File: src/rtl/ysyx_22041412_axi_pkg.sv
// Shared definitions for the AXI read/write master arbiter.
package ysyx_22041412_axi_pkg;

    // Per-channel arbiter state: waiting for a request, or holding a grant for one burst.
    typedef enum logic {
        ST_IDLE = 1'b0,
        ST_BUSY = 1'b1
    } arb_state_e;

    // Arbitration policies selectable through the ARB_MODE parameter.
    localparam int ARB_FIXED = 0;
    localparam int ARB_RR    = 1;

    // Next master index after idx, wrapping n-1 back to 0.
    function automatic int wrap_inc(input int idx, input int n);
        return (idx + 1 >= n) ? 0 : idx + 1;
    endfunction

endpackage

File: src/rtl/ysyx_22041412_rr_grant.sv
// Combinational grant picker: returns a one-hot grant for the first requester
// found when scanning upward from ptr (round-robin) or from index 0 (fixed).
module ysyx_22041412_rr_grant
    import ysyx_22041412_axi_pkg::*;
#(
    parameter int NUM_MST = 2,
    parameter int PW      = (NUM_MST > 1) ? $clog2(NUM_MST) : 1
) (
    input  logic [NUM_MST-1:0] req,
    input  logic [PW-1:0]      ptr,
    input  logic               mode,
    output logic [NUM_MST-1:0] gnt
);

    int   base;
    int   idx;
    logic found;

    // Scan all masters once starting at the base index; first hit wins.
    always_comb begin
        gnt   = '0;
        found = 1'b0;
        idx   = 0;
        base  = mode ? int'(ptr) : 0;
        for (int i = 0; i < NUM_MST; i++) begin
            idx = base + i;
            if (idx >= NUM_MST) begin
                idx = idx - NUM_MST;
            end
            if (!found && req[idx]) begin
                gnt[idx] = 1'b1;
                found    = 1'b1;
            end
        end
    end

endmodule

File: src/rtl/ysyx_22041412_axi_mux_arb.sv
// N-to-1 AXI-lite-style request multiplexer with independent read and write
// arbiters. Each channel grants one master for a whole burst (until the
// downstream side returns ready together with last), then idles one cycle.
//
// Handshake: a beat transfers on every cycle where the channel is BUSY and the
// downstream ready is high; that ready (and last) is routed only to the granted
// master. The burst ends on ready && last. Upstream valid is only inspected in
// IDLE to pick a winner; while BUSY the grant is frozen.
module ysyx_22041412_axi_mux_arb
    import ysyx_22041412_axi_pkg::*;
#(
    parameter int NUM_MST        = 2,
    parameter int AXI_DATA_WIDTH = 64,
    parameter int AXI_ADDR_WIDTH = 32,
    parameter int ARB_MODE       = 1
) (
    input  logic                              clk,
    input  logic                              rst,
    // upstream read requests
    input  logic [NUM_MST-1:0]                m_r_valid,
    input  logic [NUM_MST*AXI_ADDR_WIDTH-1:0] m_r_addr,
    input  logic [NUM_MST*8-1:0]              m_r_len,
    input  logic [NUM_MST*8-1:0]              m_r_size,
    output logic [NUM_MST-1:0]                m_r_ready,
    output logic [NUM_MST-1:0]                m_r_last,
    output logic [AXI_DATA_WIDTH-1:0]         m_r_data,
    // upstream write requests
    input  logic [NUM_MST-1:0]                m_w_valid,
    input  logic [NUM_MST*AXI_ADDR_WIDTH-1:0] m_w_addr,
    input  logic [NUM_MST*AXI_DATA_WIDTH-1:0] m_w_data,
    input  logic [NUM_MST*8-1:0]              m_w_len,
    input  logic [NUM_MST*8-1:0]              m_w_size,
    output logic [NUM_MST-1:0]                m_w_ready,
    output logic [NUM_MST-1:0]                m_w_last,
    // downstream read port
    output logic                              r_valid_i,
    output logic [AXI_ADDR_WIDTH-1:0]         r_addr_i,
    output logic [7:0]                        r_len_i,
    output logic [7:0]                        r_size_i,
    input  logic                              r_ready_o,
    input  logic                              r_last_i,
    input  logic [AXI_DATA_WIDTH-1:0]         data_read_o,
    // downstream write port
    output logic                              w_valid_i,
    output logic [AXI_ADDR_WIDTH-1:0]         w_addr_i,
    output logic [AXI_DATA_WIDTH-1:0]         rw_w_data_i,
    output logic [7:0]                        w_len_i,
    output logic [7:0]                        w_size_i,
    input  logic                              w_ready_o,
    input  logic                              w_last_i,
    // FSM state observation
    output arb_state_e                        r_state_dbg,
    output arb_state_e                        w_state_dbg
);

    localparam int   AW      = AXI_ADDR_WIDTH;
    localparam int   DW      = AXI_DATA_WIDTH;
    localparam int   PW      = (NUM_MST > 1) ? $clog2(NUM_MST) : 1;
    localparam logic MODE_RR = (ARB_MODE == ARB_RR);

    arb_state_e         r_state, r_state_nxt;
    logic [NUM_MST-1:0] r_grant, r_grant_nxt, r_pick;
    logic [PW-1:0]      r_ptr, r_ptr_nxt, r_idx;

    arb_state_e         w_state, w_state_nxt;
    logic [NUM_MST-1:0] w_grant, w_grant_nxt, w_pick;
    logic [PW-1:0]      w_ptr, w_ptr_nxt, w_idx;

    assign r_state_dbg = r_state;
    assign w_state_dbg = w_state;

    ysyx_22041412_rr_grant #(.NUM_MST(NUM_MST), .PW(PW)) u_r_grant (
        .req  (m_r_valid),
        .ptr  (r_ptr),
        .mode (MODE_RR),
        .gnt  (r_pick)
    );

    ysyx_22041412_rr_grant #(.NUM_MST(NUM_MST), .PW(PW)) u_w_grant (
        .req  (m_w_valid),
        .ptr  (w_ptr),
        .mode (MODE_RR),
        .gnt  (w_pick)
    );

    // Encode the one-hot grants into indices for the pointer update.
    always_comb begin
        r_idx = '0;
        w_idx = '0;
        for (int i = 0; i < NUM_MST; i++) begin
            if (r_grant[i]) r_idx = PW'(i);
            if (w_grant[i]) w_idx = PW'(i);
        end
    end

    // Read arbiter next-state: grant in IDLE, release on ready && last.
    always_comb begin
        r_state_nxt = r_state;
        r_grant_nxt = r_grant;
        r_ptr_nxt   = r_ptr;
        case (r_state)
            ST_IDLE: begin
                if (|m_r_valid) begin
                    r_state_nxt = ST_BUSY;
                    r_grant_nxt = r_pick;
                end
            end
            ST_BUSY: begin
                if (r_ready_o && r_last_i) begin
                    r_state_nxt = ST_IDLE;
                    r_grant_nxt = '0;
                    r_ptr_nxt   = PW'(wrap_inc(int'(r_idx), NUM_MST));
                end
            end
            default: r_state_nxt = ST_IDLE;
        endcase
    end

    // Write arbiter next-state: same policy, independent of the read side.
    always_comb begin
        w_state_nxt = w_state;
        w_grant_nxt = w_grant;
        w_ptr_nxt   = w_ptr;
        case (w_state)
            ST_IDLE: begin
                if (|m_w_valid) begin
                    w_state_nxt = ST_BUSY;
                    w_grant_nxt = w_pick;
                end
            end
            ST_BUSY: begin
                if (w_ready_o && w_last_i) begin
                    w_state_nxt = ST_IDLE;
                    w_grant_nxt = '0;
                    w_ptr_nxt   = PW'(wrap_inc(int'(w_idx), NUM_MST));
                end
            end
            default: w_state_nxt = ST_IDLE;
        endcase
    end

    // State, grant and pointer registers for both channels.
    always_ff @(posedge clk) begin
        if (rst) begin
            r_state <= ST_IDLE;
            r_grant <= '0;
            r_ptr   <= '0;
            w_state <= ST_IDLE;
            w_grant <= '0;
            w_ptr   <= '0;
        end else begin
            r_state <= r_state_nxt;
            r_grant <= r_grant_nxt;
            r_ptr   <= r_ptr_nxt;
            w_state <= w_state_nxt;
            w_grant <= w_grant_nxt;
            w_ptr   <= w_ptr_nxt;
        end
    end

    // Read datapath: forward the granted slice downstream and route ready/last back.
    always_comb begin
        r_valid_i = 1'b0;
        r_addr_i  = '0;
        r_len_i   = '0;
        r_size_i  = '0;
        m_r_ready = '0;
        m_r_last  = '0;
        m_r_data  = '0;
        if (r_state == ST_BUSY) begin
            m_r_data = data_read_o;
            for (int i = 0; i < NUM_MST; i++) begin
                if (r_grant[i]) begin
                    r_valid_i    = m_r_valid[i];
                    r_addr_i     = m_r_addr[i*AW +: AW];
                    r_len_i      = m_r_len[i*8 +: 8];
                    r_size_i     = m_r_size[i*8 +: 8];
                    m_r_ready[i] = r_ready_o;
                    m_r_last[i]  = r_last_i;
                end
            end
        end
    end

    // Write datapath: forward the granted slice downstream and route ready/last back.
    always_comb begin
        w_valid_i   = 1'b0;
        w_addr_i    = '0;
        rw_w_data_i = '0;
        w_len_i     = '0;
        w_size_i    = '0;
        m_w_ready   = '0;
        m_w_last    = '0;
        if (w_state == ST_BUSY) begin
            for (int i = 0; i < NUM_MST; i++) begin
                if (w_grant[i]) begin
                    w_valid_i    = m_w_valid[i];
                    w_addr_i     = m_w_addr[i*AW +: AW];
                    rw_w_data_i  = m_w_data[i*DW +: DW];
                    w_len_i      = m_w_len[i*8 +: 8];
                    w_size_i     = m_w_size[i*8 +: 8];
                    m_w_ready[i] = w_ready_o;
                    m_w_last[i]  = w_last_i;
                end
            end
        end
    end

endmodule

File: config.mk
export PLATFORM = sky130hd
export DESIGN_NAME = ysyx_22041412_axi_mux_arb
export DESIGN_NICKNAME = d
export VERILOG_FILES = /design/src/rtl/ysyx_22041412_axi_pkg.sv /design/src/rtl/ysyx_22041412_rr_grant.sv /design/src/rtl/ysyx_22041412_axi_mux_arb.sv
export SDC_FILE = /design/constraint.sdc
export NUM_CORES = 1
export LEC_CHECK = 0
export BUFFER_PORTS_ARGS = -buffer_cell sky130_fd_sc_hd__buf_2
export CORE_AREA = 3 3 247 249
export DETAILED_ROUTE_END_ITERATION = 16
export DIE_AREA = 0 0 250 252
export HOLD_SLACK_MARGIN = 0.03
export SYNTH_ARGS = -nofsm -noshare
export SYNTH_HDL_FRONTEND = slang
export SYNTH_HIERARCHICAL = 1
export SYNTH_SLANG_ARGS = --single-unit
File: constraint.sdc
create_clock -name clk -period 2.2 [get_ports clk]
set_input_delay 0 -clock clk [delete_from_list [all_inputs] [get_ports clk]]
set_output_delay 0 -clock clk [all_outputs]
set_load 0.1 [all_outputs]
==> Yosys cells after proc, flatten, opt, wreduce, memory -nomap -nowiden <==
Cells that the tools add are included.
{ "op_classes": {"addsub": 8, "mul": 0, "n_div": 0, "magnitude_cmp": 14, "n_eq_ne": 4, "n_shift": 0, "muxes": 86, "n_bitwise": 4, "reduce_logical": 16} }
{ "op_table": {"columns": ["op", "n"], "rows": [
  ["$mux W32", 10],
  ["$mux W64", 4],
  ["$ge A32 B1 Y1 const B", 4],
  ["$lt A32 B3 Y1 const B", 4],
  ["$mux W8", 12],
  ["$ge A32 B3 Y1 const B", 2],
  ["$sub A32 B3 Y32 const B", 2],
  ["$mux W1", 40],
  ["$mux W2", 12],
  ["$add A1 B1 Y2 const B", 4],
  ["$logic_and A1 B1 Y1", 8],
  ["$pmux W2 S2", 2],
  ["$reduce_and A2 Y1", 4],
  ["$sub A1 B2 Y3 const B", 2],
  ["$demux W1 S1", 4],
  ["$ge A1 B2 Y1 const B", 2],
  ["$ge A2 B2 Y1 const B", 2],
  ["$ne A2 B1 Y1 const B", 2],
  ["$ne A2 B2 Y1 const B", 2],
  ["$or A2 B2 Y2", 2],
  ["$pmux W1 S2", 2],
  ["$reduce_or A2 Y1", 2],
  ["$logic_not A1 Y1", 2],
  ["$not A1 Y1", 2]
]} }
{ "totals": {"regBits": 8, "latch_bits": 0, "mem_bits_rw": 0, "rom_bits": 0, "word_cells": 138, "mem_count": 0} }

==> Logic depth before layout (Yosys ltp) <==
Gate-level depths: netlist of the first run.
{ "depth": {"word_depth": 11, "depth_mapped": 6} }

==> Cells and area by module <==
Netlist of the first run, hierarchy kept.
{ "by_module_without_submodules": {"columns": ["mod", "n_inst", "cells_each", "area_each_um2", "seq_area_each_um2"], "rows": [
  ["ysyx_22041412_axi_mux_arb", 1, 323, 2503.7, 160.2],
  ["ysyx_22041412_rr_grant", 2, 4, 21.3, 0.0]
]} }

==> Worst setup path before layout of the first run <==
OpenSTA, ideal clock, no wires.
{ "synth_timing": {"kind": "reg2out", "start": "reg w_state, in the netlist w_state_dbg", "end": "out rw_w_data_i[24]", "arrival_time_ns": 2.505, "required_ns": 2.200, "slack_ns": -0.305, "stages_incl_launch_ff": 7, "path_cell_list": "dfxtp_1 > buf_4 > nand2_1 > nor2_4 > buf_4 > buf_2 > a22o_1"} }
{ "synth_via": {"elab_chain_len": 1} }
{ "synth_rtl": {"columns": ["element", "line", "source"], "rows": [
  ["start: declaration", "ysyx_22041412_axi_mux_arb.sv:65", "arb_state_e w_state, w_state_nxt;"],
  ["start signal: assignment", "ysyx_22041412_axi_mux_arb.sv:155", "w_state <= w_state_nxt;"],
  ["$mux W64", "ysyx_22041412_axi_mux_arb.sv:194", "if (w_state == ST_BUSY) begin"],
  ["end: declaration", "ysyx_22041412_axi_mux_arb.sv:46", "output logic [AXI_DATA_WIDTH-1:0] rw_w_data_i,"]
]} }
No other way between the ends.

==> Worst setup path after layout of the first run <==
{ "layout_timing": {"start": "reg w_grant[1]", "end": "out w_addr_i[25]"} }
{ "layout_via": {"elab_chain_len": 2} }
{ "layout_rtl": {"columns": ["element", "line", "source"], "rows": [
  ["start: declaration", "ysyx_22041412_axi_mux_arb.sv:66", "logic [NUM_MST-1:0] w_grant, w_grant_nxt, w_pick;"],
  ["start signal: assignment", "ysyx_22041412_axi_mux_arb.sv:156", "w_grant <= w_grant_nxt;"],
  ["$mux W32", "ysyx_22041412_axi_mux_arb.sv:196", "if (w_grant[i]) begin"],
  ["$mux W32", "ysyx_22041412_axi_mux_arb.sv:194", null],
  ["end: declaration", "ysyx_22041412_axi_mux_arb.sv:45", "output logic [AXI_ADDR_WIDTH-1:0] w_addr_i,"]
]} }
No other way between the ends.

==> flow_summary.json, run 1 <==
{
  "status": "finished, final reports clean",
  "leakage_nw": 4.29,
  "synthAdderAreaFrac_pct": 0,
  "worstPathArrival_ps": 2090,
  "ys_ff_latch": 8,
  "drive_above_1_share_pct": 83.0,
  "gp_congestion": 0.926,
  "rows": 89,
  "cp_slowest_cell": "dfxtp_1",
  "worstPathRequired_ps": 2200,
  "critPathLaunchType": "flop",
  "worstPathCellList": "and2_4 > buf_12 > a22o_1 > buf_12",
  "sequentialPowerShare_pct": 5.5,
  "final_cell_mix": "488 x buf_2, 142 x buf_12, 108 x a22o_1",
  "fin_util_pct": 15.0,
  "cts-buffers-inserted": 3,
  "finalPower_mw": 3.09,
  "grt_pass1_vias": 5548,
  "cts_root_buf": "clkbuf_16",
  "synthSimpleGateAreaFrac_pct": 22.8,
  "grt_pass1_wl_um": 56700,
  "antenna_found_initial": 33,
  "grt.total_usage_pct": 13.7,
  "placed_area_sq_um": 8760,
  "max_freq_ghz": 0.478,
  "critPathMaxFanout": 53,
  "hp-class": "in -> reg",
  "fp.dieArea_sq_um": 63000,
  "crit_buf_inv": 2,
  "synth_xor_area_share_pct": 0,
  "grt_overflow_total": 0,
  "num_vias": 5651,
  "fin_crit_sh_pct": 95.0,
  "tightest_slew_ps": 565,
  "clk_pin_slew_ps": 40,
  "clockBufferDepth": 2,
  "path_delay_family": "buffers and inverters",
  "slew_headroom_pct": 62.6,
  "wire_per_inst_um": 27.3,
  "power_density_nw_per_um2": 349,
  "io_buffers": 629,
  "p_switching_mw": 1.92,
  "min_period_ps": 2090,
  "synthesis.area_sq_um": 2550,
  "rsz0062_at_grt": "no",
  "htreeDepth": 1,
  "pin_count": 630,
  "ys_seq_area_share_pct": 6.29,
  "drc": 0,
  "cts_sinks": 8,
  "nNetsFinal": 1327,
  "die_x_um": 250,
  "grt_max_degree": 88,
  "dpl.hpwl_um": 43100,
  "syn_to_final_growth_pct": 248,
  "pwr-share-clk_pct": 10.0,
  "dr.pass1.iters": 5,
  "vias_per_cell": 3.30,
  "core_area_sq_um": 58900,
  "yosysWarnings": 6,
  "avgSynthCellArea_sq_um": 7.69,
  "cap_violations": 0,
  "post-cts-setup-buffers": 0,
  "max_stage_delay_ps": 510,
  "setup_tns_ps": 0,
  "comb_power_share_pct": 84.5,
  "setup_viol": 0,
  "critPathCaptureType": "output pin",
  "skew_ps": 0.301,
  "tritoncts": "done",
  "criticalPathCategory": "reg -> out",
  "synth-compound-area-share_pct": 59.6,
  "ant_nets": 0,
  "fillers": 6641,
  "hold_violations": 0,
  "syn_inst": 331,
  "synth_top_family_by_area": "compound AO/OA/AOI/OAI gates",
  "synthMuxAreaShare_pct": 0,
  "clock_latency_ps": 230,
  "dr.first_iter.drc_count": 393,
  "crit_path_frequent_cell": "buf_12",
  "whs_ps": 85.0,
  "peakVddDrop_mv": 0.199,
  "die_y_um": 252,
  "internal_power_mw": 1.17,
  "final_cell_area_sq_um": 8860,
  "start_util_pct": 4.32,
  "wirelength_um": 46700,
  "p_sw_share_pct": 62.2,
  "final_common_cell": "buf_2",
  "report.final.slew_viol_count": 0,
  "synth_cell_types": 23
}
## path summary, 6_finish.rpt
| check | startpoint | to | slack (ps) | depth (start not counted) |
|---|---|---|---|---|
| max | w_grant[1]$_SDFFE_PP0P_ | w_addr_i[25] | 110 | 4 |
| min reg2reg | w_grant[0]$_SDFFE_PP0P_ | w_grant[0]$_SDFFE_PP0P_ | 500 | 2 |
| min | rst | r_grant[1]$_SDFFE_PP0P_ | 90 | 2 |
| max reg2reg | r_state_dbg$_SDFF_PP0_ | r_ptr$_SDFFE_PP0P_ | 1020 | 4 |
## cells by family after synthesis
logic type,Yosys count
simple gates,98
buf+inv,48
flops,8
compound gates,176
other cells,1
## area by class of cell
cell class | instances | area, sq um | share of cell area, %
inverter | 2 | 7.51 | 0.0847
timing repair buffer | 639 | 5350 | 60.4
sequential | 8 | 163 | 1.84
antenna | 6 | 15.0 | 0.169
tap | 773 | 967 | 10.9
clock buffer | 3 | 75.1 | 0.847
multi-input combinational | 279 | 2280 | 25.7
## metal layers
layer / vias to the layer above / global-route usage, % / wire length (um)
met5: - / 0 / 104
met4: 16 / 4.19 / 1800
met3: 84 / 4.28 / 4210
met2: 499 / 26.3 / 24500
met1: 2538 / 14.2 / 16100
li1: 2514 / - / -
## sequential cells by signal (all words and copies together) (netlist names)
| name | count |
|---|---|
| w_ptr | 1 |
| r_ptr | 1 |
| r_grant | 2 |
| w_state_dbg | 1 |
| w_grant | 2 |
| r_state_dbg | 1 |
## power by group through the flow
stage	Combinational, mW	Clock [mW]	Sequential [mW]
2_1_floorplan	1.56	0	0.186
3_3_place_gp	2.64	0	0.171
3_5_place_dp	2.63	0	0.171
4_1_cts	2.64	0.320	0.169
5_1_grt	2.69	0.324	0.174
6_report	2.61	0.308	0.171
## worst register-to-register path: stages, from the launching register on
cell and delay [ps]:
dfxtp_2 380, buf_4 250, and3_1 240, nor2_1 50, a211oi_1 180
## synthesized netlist by cell type
cell type	count	share of area, %
dfxtp_1	8	6.3
a21boi_1	2	0.59
a22o_1	162	56
a31oi_1	2	0.49
clkbuf_1	7	1.0
a21oi_1	4	0.79
nor3_1	4	0.79
and3_1	10	2.5
nor2_4	1	0.44
nand3_1	6	1.2
conb_1	1	0.15
nand2_1	8	1.2
inv_1	2	0.29
buf_2	24	4.7
and2_1	66	16
buf_6	9	4.0
buf_1	4	0.59
o21ba_2	2	0.79
a211oi_1	2	0.59
buf_4	2	0.59
nor2_2	1	0.25
o21bai_1	2	0.59
nor2_1	2	0.29
## per-stage QoR
stage                     std cells  setup WS, ps
final                          1710           109
after global routing           1709          5.26
after CTS                      1703          14.9
after detailed placement       1700           274
after global placement         1700           254
after floorplan                 334          34.2
## what timing repair did
action                                  CTS  global route
hold buffers                              0             0
endpoints found under the setup margin    0             3
resized for setup                         0             3
Note: power is estimated with default switching activity, not from simulation.
==> run 2, diff against run 1 <==
--- a/config.mk
+++ b/config.mk
@@ -10,6 +10,7 @@
 export DETAILED_ROUTE_END_ITERATION = 16
 export DIE_AREA = 0 0 250 252
 export HOLD_SLACK_MARGIN = 0.03
+export PLACE_DENSITY = 0.35
 export SYNTH_ARGS = -nofsm -noshare
 export SYNTH_HDL_FRONTEND = slang
 export SYNTH_HIERARCHICAL = 1
==> flow_summary.json, run 2 (synthesized netlist as in run 1, its figures left out) <==
{
  "leakage_nw": 4.24,
  "gp_congestion": 0.800,
  "die_x_um": 250,
  "min_period_ps": 1960,
  "fillers": 6692,
  "clk_pin_slew_ps": 40,
  "cts_hold_buf": 0,
  "grt_pass1_wl_um": 45400,
  "criticalPathCategory": "reg -> out",
  "fin_util_pct": 14.6,
  "critPathLaunchType": "flop",
  "io_buffers": 629,
  "num_vias": 5525,
  "report.final.slew_viol_count": 0,
  "final_common_cell": "buf_2",
  "power_density_nw_per_um2": 350,
  "nNetsFinal": 1327,
  "drive_above_1_share_pct": 82.7,
  "grt_pass1_vias": 5597,
  "status": "finished, final reports clean",
  "syn_to_final_growth_pct": 237,
  "hold_violations": 0,
  "setup_tns_ps": 0,
  "wirelength_um": 35600,
  "critPathCaptureType": "output pin",
  "cts_root_buf": "clkbuf_16",
  "critPathMaxFanout": 42,
  "vias_per_cell": 3.24,
  "whs_ps": 111,
  "cts_sinks": 8,
  "rows": 89,
  "worstPathArrival_ps": 1960,
  "skew_ps": 0.490,
  "startpoint": "w_grant[1]$_SDFFE_PP0P_",
  "clockBufferDepth": 2,
  "n_antenna_cell": 0,
  "fin_crit_sh_pct": 89.1,
  "r2r_start": "w_state_dbg$_SDFF_PP0_",
  "tritoncts": "done",
  "dpl.hpwl_um": 32400,
  "core_area_sq_um": 58900,
  "grt.total_usage_pct": 10.5,
  "die_y_um": 252,
  "grt_max_degree": 72,
  "final_cell_area_sq_um": 8570,
  "peakVddDrop_mv": 0.171,
  "dr.pass1.iters": 4,
  "wire_per_inst_um": 20.9,
  "drc": 0,
  "setup_viol": 0,
  "worstPathRequired_ps": 2200,
  "placed_area_sq_um": 8500,
  "fp.dieArea_sq_um": 63000,
  "cap_violations": 0,
  "worst_slack_ps": 241,
  "pin_count": 630,
  "grt_overflow_total": 0,
  "final_cell_mix": "506 x buf_2, 124 x buf_12, 111 x a22o_1",
  "slew_headroom_pct": 63.0,
  "post-cts-setup-buffers": 0,
  "hp-start": "m_r_valid[1]",
  "htreeDepth": 1,
  "tightest_slew_ps": 559,
  "reg_top3": "r_grant (2), w_grant (2)",
  "dr.first_iter.drc_count": 354,
  "hp-class": "in -> reg",
  "cts-buffers-inserted": 3,
  "place_ws_ps": 488,
  "start_util_pct": 4.32,
  "antenna_found_initial": 7,
  "ant_nets": 0,
  "clock_latency_ps": 240,
  "postCtsResizedCells": 0,
  "max_freq_ghz": 0.510,
  "rsz0062_at_grt": "no"
}
[run 2: final timing paths]
kind,depth (start not counted),endpoint,slack [ps]
max,4,w_len_i[5],240
min,3,r_state_dbg$_SDFF_PP0_,110
max reg2reg,3,w_ptr$_SDFFE_PP0P_,1120
min reg2reg,2,r_grant[0]$_SDFFE_PP0P_,520
[run 2: worst max-delay path: stages, from the launching register on]
cell and delay (ps):
dfxtp_1 430, and2_4 200, buf_4 390, a22o_1 240, buf_2 430
[run 2: layer usage]
layer | GRT usage [%] | vias to the layer above | routed length [um]
li1 | - | 2503 | -
met1 | 11.3 | 2523 | 12500
met2 | 19.4 | 456 | 18300
met3 | 3.52 | 35 | 3730
met4 | 3.05 | 8 | 992
met5 | 0 | - | 50
[run 2: through the flow]
step	cells	total power [mW]
after global routing	1704	3.12
after CTS	1704	3.06
after global placement	1701	2.70
after floorplan	334	1.75
after detailed placement	1701	2.70
final	1704	3.00
[run 2: cell type report]
| type | count | area [sq um] | area share (%) |
|---|---|---|---|
| Inverter | 2 | 7.51 | 0.0876 |
| Sequential cell | 8 | 163 | 1.90 |
| Clock buffer | 3 | 75.1 | 0.876 |
| Timing Repair Buffer | 640 | 5090 | 59.4 |
| Tap cell | 773 | 967 | 11.3 |
| Multi-Input combinational cell | 278 | 2270 | 26.5 |
[run 2: power by group]
group | switching, mW | leakage, nW | internal, mW
combinational | 1.76 | 4.14 | 0.742
clock | 0.0933 | 0.0370 | 0.236
sequential | 0.0144 | 0.0662 | 0.156
total | 1.87 | 4.24 | 1.13
==> run 3, diff against run 2 <==
==> constraint.sdc (replaced) <==
create_clock -name clk -period 2.2 [get_ports clk]
set_input_delay 0.44 -clock clk [delete_from_list [all_inputs] [get_ports clk]]
set_output_delay 0.44 -clock clk [all_outputs]
set_load 0.1 [all_outputs]
==> flow_summary.json, run 3 (synthesized netlist as in run 1, its figures left out) <==
{
  "critPathMaxFanout": 40,
  "drive_above_1_share_pct": 94.6,
  "clockBufferDepth": 2,
  "fp.dieArea_sq_um": 63000,
  "dr.pass1.iters": 4,
  "antenna_found_initial": 15,
  "criticalPathCategory": "reg -> out",
  "tightest_slew_ps": 611,
  "htreeDepth": 1,
  "crit_path_frequent_cell": "buf_12",
  "rsz0062_at_grt": "yes",
  "hold_violations": 0,
  "grt_max_degree": 59,
  "cp_slowest_cell": "dfxtp_1",
  "min_period_ps": 2140,
  "grt_pass1_vias": 5756,
  "final_cell_mix": "398 x buf_2, 234 x buf_12, 151 x a22o_2",
  "finalNonFillerCells": 1717,
  "worstPathRequired_ps": 1760,
  "critPathLaunchType": "flop",
  "cap_violations": 0,
  "die_y_um": 252,
  "tritoncts": "done",
  "met1_usage_pct": 10.1,
  "reg_top3": "r_grant (2), w_grant (2)",
  "status": "finished, final reports clean",
  "crit_buf_inv": 2,
  "fillers": 6527,
  "grt_overflow_total": 0,
  "report.final.slew_viol_count": 0,
  "vias_per_cell": 3.22,
  "worstPathCellList": "and2_4 > buf_12 > a22o_2 > buf_12",
  "wire_per_inst_um": 20.0,
  "final_common_cell": "buf_2",
  "die_x_um": 250,
  "dpl.hpwl_um": 31400,
  "cts_root_buf": "clkbuf_16",
  "peakVddDrop_mv": 0.170,
  "cts_sinks": 8,
  "leakage_nw": 4.80,
  "grt_pass1_wl_um": 44800,
  "rows": 89,
  "hp-class": "reg -> reg",
  "setup_tns_ps": 0,
  "grtUsageMet2_pct": 19.1,
  "cts-buffers-inserted": 3,
  "clk_pin_slew_ps": 40,
  "grtUsageMet3_pct": 3.78,
  "grt.total_usage_pct": 9.93,
  "worstPathArrival_ps": 1700,
  "skew_ps": 0.282,
  "io_buffers": 629,
  "critPathCaptureType": "output pin",
  "core_area_sq_um": 58900,
  "start_util_pct": 4.32,
  "ant_nets": 0,
  "slew_headroom_pct": 59.5,
  "pin_count": 630,
  "max_freq_ghz": 0.467,
  "busiest_layer": "met2",
  "path_delay_family": "flip-flops",
  "num_vias": 5526,
  "gp_congestion": 0.920,
  "drc": 0,
  "fin_crit_sh_pct": 97.4,
  "dr.first_iter.drc_count": 286,
  "syn_to_final_growth_pct": 315,
  "cts_hold_buf": 0,
  "nNetsFinal": 1336,
  "power_density_nw_per_um2": 321,
  "clock_latency_ps": 240,
  "wirelength_um": 34300,
  "max_stage_delay_ps": 450,
  "dp.cells": 1708,
  "setup_viol": 0
}
run 3: cell types whose count changed in the layout (fill, tap and decap cells not counted), sizes merged:
cell    previous run  this run
buf              640       648
diode              0         3
clkbuf             3         5
run 3: final cells by class:
cell class,count,area (sq um),area share [%]
inverters,2,7.51,0.0710
flip-flops and latches,8,165,1.56
multi-input cells,278,2490,23.5
clock buffers,4,78.8,0.745
diodes,3,7.51,0.0710
repair buffers,649,6860,64.9
well taps,773,967,9.14
run 3: power breakdown:
group / switching (mW) / leakage [nW] / internal (mW)
Combinational: 1.82 / 4.69 / 1.09
Clock: 0.0800 / 0.0382 / 0.242
Sequential: 0.0122 / 0.0665 / 0.155
run 3: worst reg2reg max path, delay by kind of cell, from the launching register on:
family	cells	cell delay (ps)
and+or+nand+nor	2	280
AOI/OAI and AO/OA	1	200
DFF	1	350
buffers and inverters	1	240
run 3: final timing paths:
path	from	end	slack (ps)	cells past startpoint
max	w_grant[1]$_SDFFE_PP0P_	rw_w_data_i[51]	60	4
min	r_grant[0]$_SDFFE_PP0P_	r_grant[0]$_SDFFE_PP0P_	500	2
max reg2reg	r_state_dbg$_SDFF_PP0_	r_ptr$_SDFFE_PP0P_	1050	4
min reg2reg	r_grant[0]$_SDFFE_PP0P_	r_grant[0]$_SDFFE_PP0P_	500	2
run 3: repair_timing:
item,4_1_cts,5_1_grt
gates cloned,0,1
gates resized for setup,0,3
setup buffers,1,0
endpoints found under the setup margin,1,1
pin swaps,1,0
run 3: through the flow:
stage                     power [mW]  utilization (%)  hold WS, ps  area (sq um)  setup slack [ps]
final                           3.40             18.0          505         10600              56.4
after global routing            3.53             17.9          530         10600             -10.8
after CTS                       3.45             17.9          506         10500              43.8
after detailed placement        3.10             17.7          493         10400               251
after global placement          3.10             17.7          497         10400               312
after floorplan                 1.78                -          465          2930             -39.8
run 3: per-layer routing:
layer  part of all wire [%]  vias up  wire, um
li1                       -     2534         -
met1                     35     2528     11900
met2                     53      410     18300
met3                    9.2       40      3140
met4                    2.7       14       930
met5                   0.22        -        77
